==> src/rtl/reg_file_2w2r.sv <==
// reg_file_2w2r: 2-write / 2-read register file with registered reads, same-edge bypass,
// optional hard-wired zero entry and a sequenced bulk-clear engine.  Rev 1.0
`default_nettype none

module reg_file_2w2r #(
  parameter int DATA_W   = 8,
  parameter int ADDR_W   = 4,
  parameter int BYPASS   = 1,
  parameter int ZERO_REG = 0
) (
  input  logic              clk,
  input  logic              reset,
  input  logic              we0,
  input  logic [ADDR_W-1:0] wa0,
  input  logic [DATA_W-1:0] wd0,
  input  logic              we1,
  input  logic [ADDR_W-1:0] wa1,
  input  logic [DATA_W-1:0] wd1,
  input  logic [ADDR_W-1:0] ra1,
  input  logic [ADDR_W-1:0] ra2,
  output logic [DATA_W-1:0] rd1,
  output logic [DATA_W-1:0] rd2,
  input  logic              clr,
  output logic              busy
);

  localparam int                c_DEPTH  = 2 ** ADDR_W;
  localparam logic [ADDR_W-1:0] c_LAST   = ADDR_W'(c_DEPTH - 1);
  localparam bit                c_BYPASS = (BYPASS != 0);
  localparam bit                c_ZERO   = (ZERO_REG != 0);

  typedef enum logic [0:0] {
    ST_IDLE  = 1'b0,
    ST_CLEAR = 1'b1
  } state_t;

  state_t              r_state;
  logic [ADDR_W-1:0]   r_cnt;
  logic                r_busy;
  logic [DATA_W-1:0]   r_mem [c_DEPTH];
  logic [DATA_W-1:0]   r_rd1;
  logic [DATA_W-1:0]   r_rd2;

  logic                w_in_clear;
  logic                w_wr0;
  logic                w_wr1;
  logic [ADDR_W-1:0]   w_ra   [2];
  logic [DATA_W-1:0]   w_rd_nx[2];

  assign w_in_clear = (r_state == ST_CLEAR);

  // User writes are dropped while clearing; entry 0 is never written when hard-wired to zero.
  assign w_wr0 = we0 && !w_in_clear && !(c_ZERO && (wa0 == '0));
  assign w_wr1 = we1 && !w_in_clear && !(c_ZERO && (wa1 == '0));

  assign w_ra[0] = ra1;
  assign w_ra[1] = ra2;

  always_comb begin
    for (int p = 0; p < 2; p++) begin
      w_rd_nx[p] = r_mem[w_ra[p]];
      if (c_BYPASS) begin
        if (w_in_clear) begin
          if (w_ra[p] == r_cnt) begin
            w_rd_nx[p] = '0;
          end
        end else if (w_wr1 && (wa1 == w_ra[p])) begin
          w_rd_nx[p] = wd1;
        end else if (w_wr0 && (wa0 == w_ra[p])) begin
          w_rd_nx[p] = wd0;
        end
      end
      if (c_ZERO && (w_ra[p] == '0)) begin
        w_rd_nx[p] = '0;
      end
    end
  end

  // Port 1 is assigned last so it wins a same-address collision.
  always_ff @(posedge clk) begin
    if (!reset) begin
      r_mem <= '{default: '0};
    end else if (w_in_clear) begin
      r_mem[r_cnt] <= '0;
    end else begin
      if (w_wr0) begin
        r_mem[wa0] <= wd0;
      end
      if (w_wr1) begin
        r_mem[wa1] <= wd1;
      end
    end
  end

  always_ff @(posedge clk) begin
    if (!reset) begin
      r_rd1 <= '0;
      r_rd2 <= '0;
    end else begin
      r_rd1 <= w_rd_nx[0];
      r_rd2 <= w_rd_nx[1];
    end
  end

  always_ff @(posedge clk) begin
    if (!reset) begin
      r_state <= ST_IDLE;
      r_cnt   <= '0;
      r_busy  <= 1'b0;
    end else begin
      case (r_state)
        ST_IDLE: begin
          if (clr) begin
            r_state <= ST_CLEAR;
            r_cnt   <= '0;
            r_busy  <= 1'b1;
          end
        end
        ST_CLEAR: begin
          r_cnt <= r_cnt + 1'b1;
          if (r_cnt == c_LAST) begin
            r_state <= ST_IDLE;
            r_busy  <= 1'b0;
          end
        end
        default: begin
          r_state <= ST_IDLE;
          r_cnt   <= '0;
          r_busy  <= 1'b0;
        end
      endcase
    end
  end

  assign rd1  = r_rd1;
  assign rd2  = r_rd2;
  assign busy = r_busy;

endmodule

`default_nettype wire
==> config.mk <==
export PLATFORM = sky130hd
export DESIGN_NAME = reg_file_2w2r
export DESIGN_NICKNAME = d
export VERILOG_FILES = /design/src/rtl/reg_file_2w2r.sv
export SDC_FILE = /design/constraint.sdc
export NUM_CORES = 1
export LEC_CHECK = 0
export ABC_AREA = 1
export BUFFER_PORTS_ARGS = -buffer_cell sky130_fd_sc_hd__buf_4
export CAP_MARGIN = 10
export CORE_UTILIZATION = 40
export CTS_BUF_LIST = sky130_fd_sc_hd__clkbuf_4 sky130_fd_sc_hd__clkbuf_8 sky130_fd_sc_hd__clkbuf_16
export DETAILED_ROUTE_END_ITERATION = 10
export PLACE_DENSITY_LB_ADDON = 0.15
export SYNTH_ARGS = -nofsm -noshare
export SYNTH_HDL_FRONTEND = slang
export SYNTH_SLANG_ARGS = --single-unit
==> constraint.sdc <==
create_clock -name clk -period 3.9 [get_ports clk]
set_input_delay 0.195 -clock clk [delete_from_list [all_inputs] [get_ports clk]]
set_output_delay 0.195 -clock clk [all_outputs]
set_load 0.05 [all_outputs]
==> flow_metrics.env, run 1 <==
export IMPL_path_clk_slew_ns=0.07
export IMPL_overflow=0
export IMPL_p_switching_uw=1480
export IMPL_grt_max_degree=86
export IMPL_first_pass_iters=9
export IMPL_leakagePower_uw=0.00528
export IMPL_num_fill_cells=3110
export IMPL_areaGrowthSynthToFinish_pct=7.71
export IMPL_synth_edf_count=0
export IMPL_path_class="flop to flop"
export IMPL_ctsLongestPathBuffers=2
export IMPL_synth_adder_area_share_pct=0.429
export IMPL_fin_skew_ns=0.0135
export IMPL_yosysMostFrequentCell="nand2_1"
export IMPL_clk_latency_ns=0.45
export IMPL_relSlewSlack_pct=24.0
export IMPL_cts_resized=0
export IMPL_synth_nets=2019
export IMPL_end_kind="flop"
export IMPL_hold_path_class="input pin to flop"
export IMPL_critical_path_top_delay_family="simple AND/OR/NAND/NOR gates"
export IMPL_synth_top_area_share_pct=25.7
export IMPL_syn_cell_area_um2=11700
export IMPL_synth_flop_cell="dfxtp_1"
export IMPL_vias=13700
export IMPL_grt_pass1_vias=12300
export IMPL_finalCriticalPeriod_ns=2.64
export IMPL_setup_violations_final=0
export IMPL_fin_hold_ws_ns=0.0343
export IMPL_drv_cap=0
export IMPL_synth_simple_area_share_pct=37.2
export IMPL_first_iter_violations=1966
export IMPL_clock_sinks=150
export IMPL_die_h_um=173
export IMPL_drive_above_1_share_pct=7.27
export IMPL_die_w_um=173
export IMPL_routed_via_density=5.91
export IMPL_powerDensity_nw_per_um2=342
export IMPL_yosys_warnings=0
export IMPL_ios=54
export IMPL_yosysTopAreaCell="dfxtp_1"
export IMPL_hold_viol=0
export IMPL_cts_tree="yes"
export IMPL_gp_congestion=0.950
export IMPL_grt_usage_pct=34.1
export IMPL_start_util_pct=40.6
export IMPL_cts_root_buf="clkbuf_16"
export IMPL_syn_inst=1978
export IMPL_wire_per_inst_um=22.3
export IMPL_critPathRequiredTime_ns=4.26
export IMPL_ys_ff_latch=150
export IMPL_antenna_found_initial=0
export IMPL_synthMuxAreaShare_pct=0
export IMPL_hpwl_um=33600
export IMPL_yosys_top_cells_count="nand2_1 (681), nand3_1 (255), o211ai_1 (201)"
export IMPL_grt_pass1_wl_um=77100
export IMPL_ant_nets=0
export IMPL_num_antenna_cells=0
export IMPL_critPathBufInv=1
export IMPL_dieArea_um2=29900
export IMPL_synth_compound_area_share_pct=23.7
export IMPL_slowest_delay_ns=0.56
export IMPL_drc=1
export IMPL_post_cts_buffers=0
export IMPL_synthTopCellsByArea="dfxtp_1 (26%), nand2_1 (22%), o211ai_1 (13%)"
export IMPL_cts_inserted_buffers=17
export IMPL_fin_tns_setup_ns=0
export IMPL_coreArea_um2=28700
export IMPL_critPathMaxFanout=69
export IMPL_clkPwrFrac_pct=40.2
export IMPL_wirelength_um=51400
export IMPL_syn_avg_cell_area_um2=5.90
export IMPL_htree_levels=4
export IMPL_synth_top_family_by_area="simple AND/OR/NAND/NOR gates"
export IMPL_drv_slew=0
export IMPL_power_frac_comb_pct=22.4
export IMPL_synth_xor_area_share_pct=0.901
export IMPL_synthArstFlopShare_pct=0
export IMPL_worst_pin_slew_ns=1.14
export IMPL_r2r_slack_ns=1.26
export IMPL_rsz0062_at_grt="false"
export IMPL_path_cells="inv_4, nand2_4, nor2_4, nand3_1, o211ai_1, o211ai_1, a21oi_1"
export IMPL_switching_share_pct=34.4
export IMPL_status="complete, but fails checks"
export IMPL_yosysUniqueCellTypes=37
export IMPL_p_int_uw=2820
export IMPL_num_nets_final=1957
export IMPL_cp_arrival_ns=3.00
export IMPL_ctsHoldBuffers=0
export IMPL_ir_drop_mv=0.315
export IMPL_failed_checks="DRC"
export IMPL_p_seq_share_pct=37.5
export IMPL_io_buffers=53
export IMPL_crit_top_cell="o211ai_1"
export IMPL_fmax_mhz=379
export IMPL_cp_slowest_cell="inv_4"
export IMPL_post_route_period_util_pct=67.6
export IMPL_synth_seq_area_share_pct=25.7
export IMPL_num_rows=62
export IMPL_crit_path_start_kind="flop"
path summary, 6_finish.rpt:
kind / startpoint / endpoint / cells after the start
worst min-delay path: clr / busy$_SDFFE_PN0P_ / 3
worst max-delay path: r_state$_SDFF_PN0_ / r_mem[19]$_SDFF_PN0_ / 7
worst max register to register: r_state$_SDFF_PN0_ / r_mem[19]$_SDFF_PN0_ / 7
worst min register to register: r_mem[123]$_SDFF_PN0_ / r_mem[123]$_SDFF_PN0_ / 2
cell usage in the layout (no fill, tap or decap), types with 2 or more instances in the layout:
master / count
inv_4: 2
o21ai_0: 63
buf_4: 60
inv_1: 190
a41oi_1: 2
clkinv_1: 2
inv_2: 10
a211oi_1: 2
o31ai_1: 6
nor2_2: 11
clkinv_4: 3
nor2_1: 49
clkbuf_16: 17
nand2_2: 7
o211ai_1: 201
o22ai_1: 2
a31oi_1: 4
dfxtp_1: 149
a21oi_1: 161
xor2_1: 2
bufinv_16: 2
clkinv_2: 3
ha_1: 4
clkbuf_8: 2
nor2_4: 9
clkbuf_4: 3
o21ai_1: 2
nand3_1: 255
nand3_2: 3
nand2_1: 681
xnor2_1: 10
per-layer routing:
layer	up-vias	global-route usage, %	routed length [um]
met3	133	5.12	4270
met1	6367	45.0	21200
met4	0	13.6	2190
met5	-	0	0
met2	702	55.6	23700
li1	6450	-	-
area by class of cell:
type                    count  area, um^2  share of cell area (%)
clock buffers              22         475                    3.78
clock inverters             8         101                   0.806
inverters                 204         771                    6.13
multi-input cells        1482        7260                    57.8
flip-flops and latches    150        3000                    23.9
well taps                 384         480                    3.82
repair buffers             61         470                    3.74
metrics by stage:
step           cell area, um^2  util (%)  cells  power (uW)  setup slack [ns]
4_1_cts                  12600      43.8   2311        4290              1.30
5_1_grt                  12600      43.8   2311        4430              1.10
2_1_floorplan            11700         -   1978        2260              2.36
3_5_place_dp             12000      41.8   2281        2580              1.06
6_report                 12600      43.8   2311        4300              1.26
3_3_place_gp             12000      41.8   2281        2580              1.07
worst min-delay path, stage by stage:
cell and delay (ns):
buf_4 0.09, a21oi_1 0.06, nor2_1 0.10
cells by family after synthesis:
family / count (synthesis)
fa+ha+maj: 4
flops: 150
simple gates: 1022
compound gates: 444
buf+inv: 346
xor+xnor: 12
power by group through the flow:
stage | registers, uW | logic (uW) | clock network, uW
6_report | 1610 | 963 | 1730
5_1_grt | 1620 | 1030 | 1790
4_1_cts | 1610 | 942 | 1730
3_5_place_dp | 1640 | 940 | 0
3_3_place_gp | 1640 | 935 | 0
2_1_floorplan | 1690 | 568 | 0
flip-flops by register name, indices dropped and copies added, names as in the netlist:
| name | flops |
|---|---|
| busy | 1 |
| r_mem | 128 |
| rd1 | 8 |
| rd2 | 8 |
| r_cnt | 4 |
| r_state | 1 |
No activity file was read; power rests on OpenSTA's default activity.
==> inputs of run 2 (changes only) <==
- clock period: 3.9 -> 2.18 ns (I/O delays scaled with it)
==> run 2 against run 1 <==
Critical endpoint is now r_mem[87]$_SDFF_PN0_. The run now ends clean. Clock-buffer cell count is 5 lower. Maximum frequency up 31%. Sequential power rose by 79%. Critical path depth did not move. Clock power increased by 88%. Clock skew is 0.0045 ns higher.
==> flow_metrics.env, run 2 (same netlist as run 1, synthesis figures left out) <==
export IMPL_rsz0062_at_grt="false"
export IMPL_ant_nets=0
export IMPL_cp_slowest_cell="nor2_1"
export IMPL_htree_levels=4
export IMPL_post_cts_buffers=0
export IMPL_cts_root_buf="clkbuf_16"
export IMPL_overflow=0
export IMPL_largest_register="r_mem"
export IMPL_finalPower_uw=7910
export IMPL_grt_pass1_vias=12700
export IMPL_fmax_mhz=496
export IMPL_wire_per_inst_um=20.5
export IMPL_clock_sinks=150
export IMPL_final_area_um2=13100
export IMPL_start_util_pct=40.6
export IMPL_hpwl_um=32700
export IMPL_ios=54
export IMPL_post_route_period_util_pct=92.5
export IMPL_path_clk_slew_ns=0.07
export IMPL_path_class="flop to flop"
export IMPL_clkPwrFrac_pct=41.0
export IMPL_ir_drop_mv=0.583
export IMPL_hold_start="wd0[7]"
export IMPL_final_cell_mix="nand2_1 (681), nand3_1 (255), o211ai_1 (201)"
export IMPL_status="complete, no violations"
export IMPL_holdPathEnd="rd1[7]$_SDFF_PN0_"
export IMPL_crit_top_cell="o211ai_1"
export IMPL_post_place_ws_ns=0.291
export IMPL_end_kind="flop"
export IMPL_fin_util_pct=45.6
export IMPL_clk_latency_ns=0.45
export IMPL_hold_path_class="input pin to flop"
export IMPL_antenna_found_initial=0
export IMPL_relSlewSlack_pct=53.0
export IMPL_num_rows=62
export IMPL_drc=0
export IMPL_dieArea_um2=29900
export IMPL_die_h_um=173
export IMPL_worst_pin_slew_ns=0.705
export IMPL_drv_slew=0
export IMPL_grt_usage_pct=32.5
export IMPL_r2r_slack_ns=0.16
export IMPL_vias=13700
export IMPL_path_cells="nor2_8, inv_2, nor2_1, nand2_1, o211ai_1, o211ai_1, a21oi_1"
export IMPL_critPathRequiredTime_ns=2.55
export IMPL_crit_path_start_kind="flop"
export IMPL_areaGrowthSynthToFinish_pct=12.2
export IMPL_r2r_end="r_mem[87]$_SDFF_PN0_"
export IMPL_drv_cap=0
export IMPL_hold_viol=0
export IMPL_routed_via_density=5.82
export IMPL_place_area_um2=12500
export IMPL_ctsLongestPathBuffers=2
export IMPL_cts_tree="yes"
export IMPL_gp_congestion=1.00
export IMPL_cts_inserted_buffers=17
export IMPL_layout_commonest_cell="nand2_1"
export IMPL_ff2ff_path_depth=7
export IMPL_hold_path_depth=7
export IMPL_switching_share_pct=34.7
export IMPL_power_frac_comb_pct=22.6
export IMPL_p_int_uw=5170
export IMPL_die_w_um=173
export IMPL_leakagePower_uw=0.00556
export IMPL_num_antenna_cells=0
export IMPL_powerDensity_nw_per_um2=604
export IMPL_first_iter_violations=1709
export IMPL_fin_skew_ns=0.0181
export IMPL_setup_ws_ns=0.164
export IMPL_p_switching_uw=2740
export IMPL_finalCriticalPeriod_ns=2.02
export IMPL_cp_arrival_ns=2.39
export IMPL_r2r_start="r_state$_SDFF_PN0_"
export IMPL_largest_reg_flops=128
export IMPL_setup_violations_final=0
export IMPL_drive_above_1_share_pct=9.56
export IMPL_coreArea_um2=28700
export IMPL_first_pass_iters=6
export IMPL_io_buffers=53
export IMPL_p_seq_share_pct=36.4
export IMPL_grt_pass1_wl_um=74800
export IMPL_slowest_delay_ns=0.49
export IMPL_fin_tns_setup_ns=0
export IMPL_grt_max_degree=68
export IMPL_critPathMaxFanout=7
export IMPL_wirelength_um=48500
export IMPL_num_nets_final=2006
export IMPL_cts_resized=0
run 2: changes by cell type in the layout (fill, tap and decap cells not counted), sizes merged:
cell         before  now
clkinv            8    6
dlygate4sd3       0    2
bufinv            2    3
clkinvlp          0    2
clkbuf           22   17
buf              61  108
inv             202  208
run 2: area by class of cell:
class                      count  area (um^2)
fill                        3085        15600
multi-input combinational   1482         7260
sequential                   150         3000
timing repair buffer         110          956
inverter                     204          771
tap                          384          480
clock buffer                  17          425
clock inverter                15          191
run 2: repair_timing:
item                                   4_1_cts  5_1_grt
hold buffers                                 2        0
setup endpoints to repair                    0        0
endpoints found under the hold margin        3        0
run 2: how the worst max path moves through the flow:
stage / end / from / slack (ns)
global route: r_mem[87]$_SDFF_PN0_ / r_state$_SDFF_PN0_ / 0.10
finish: r_mem[87]$_SDFF_PN0_ / r_state$_SDFF_PN0_ / 0.16
detailed placement: r_mem[87]$_SDFF_PN0_ / r_state$_SDFF_PN0_ / 0.29
CTS: r_mem[87]$_SDFF_PN0_ / r_state$_SDFF_PN0_ / 0.27
floorplan: r_mem[34]$_SDFF_PN0_ / r_state$_SDFF_PN0_ / 0.64
global placement: r_mem[86]$_SDFF_PN0_ / r_state$_SDFF_PN0_ / 0.33
run 2: critical path: cells and delay by family (launching register included):
family	cells	cell delay (ns)
AOI/OAI and AO/OA	3	0.50
buffers and inverters	1	0.08
DFF	1	0.37
and+or+nand+nor	3	0.98
run 2: power groups by stage:
stage | clock network [uW] | registers [uW] | logic, uW
floorplan | 0 | 3030 | 1020
global placement | 0 | 2940 | 1720
detailed placement | 0 | 2940 | 1730
CTS | 3300 | 2880 | 1740
global route | 3420 | 2890 | 1920
finish | 3250 | 2880 | 1790
run 2: routing by layer:
layer  track usage (%)  routed length (um)
met2              49.5               21300
met1              42.6               20400
met3              6.24                3980
met5                 0                   0
met4              19.6                2770
run 2: stage by stage:
stage               hold slack (ns)  cells
floorplan                     0.260   1978
global placement              0.394   2328
detailed placement            0.402   2328
CTS                           0.119   2362
global route                  0.152   2362
finish                        0.134   2362
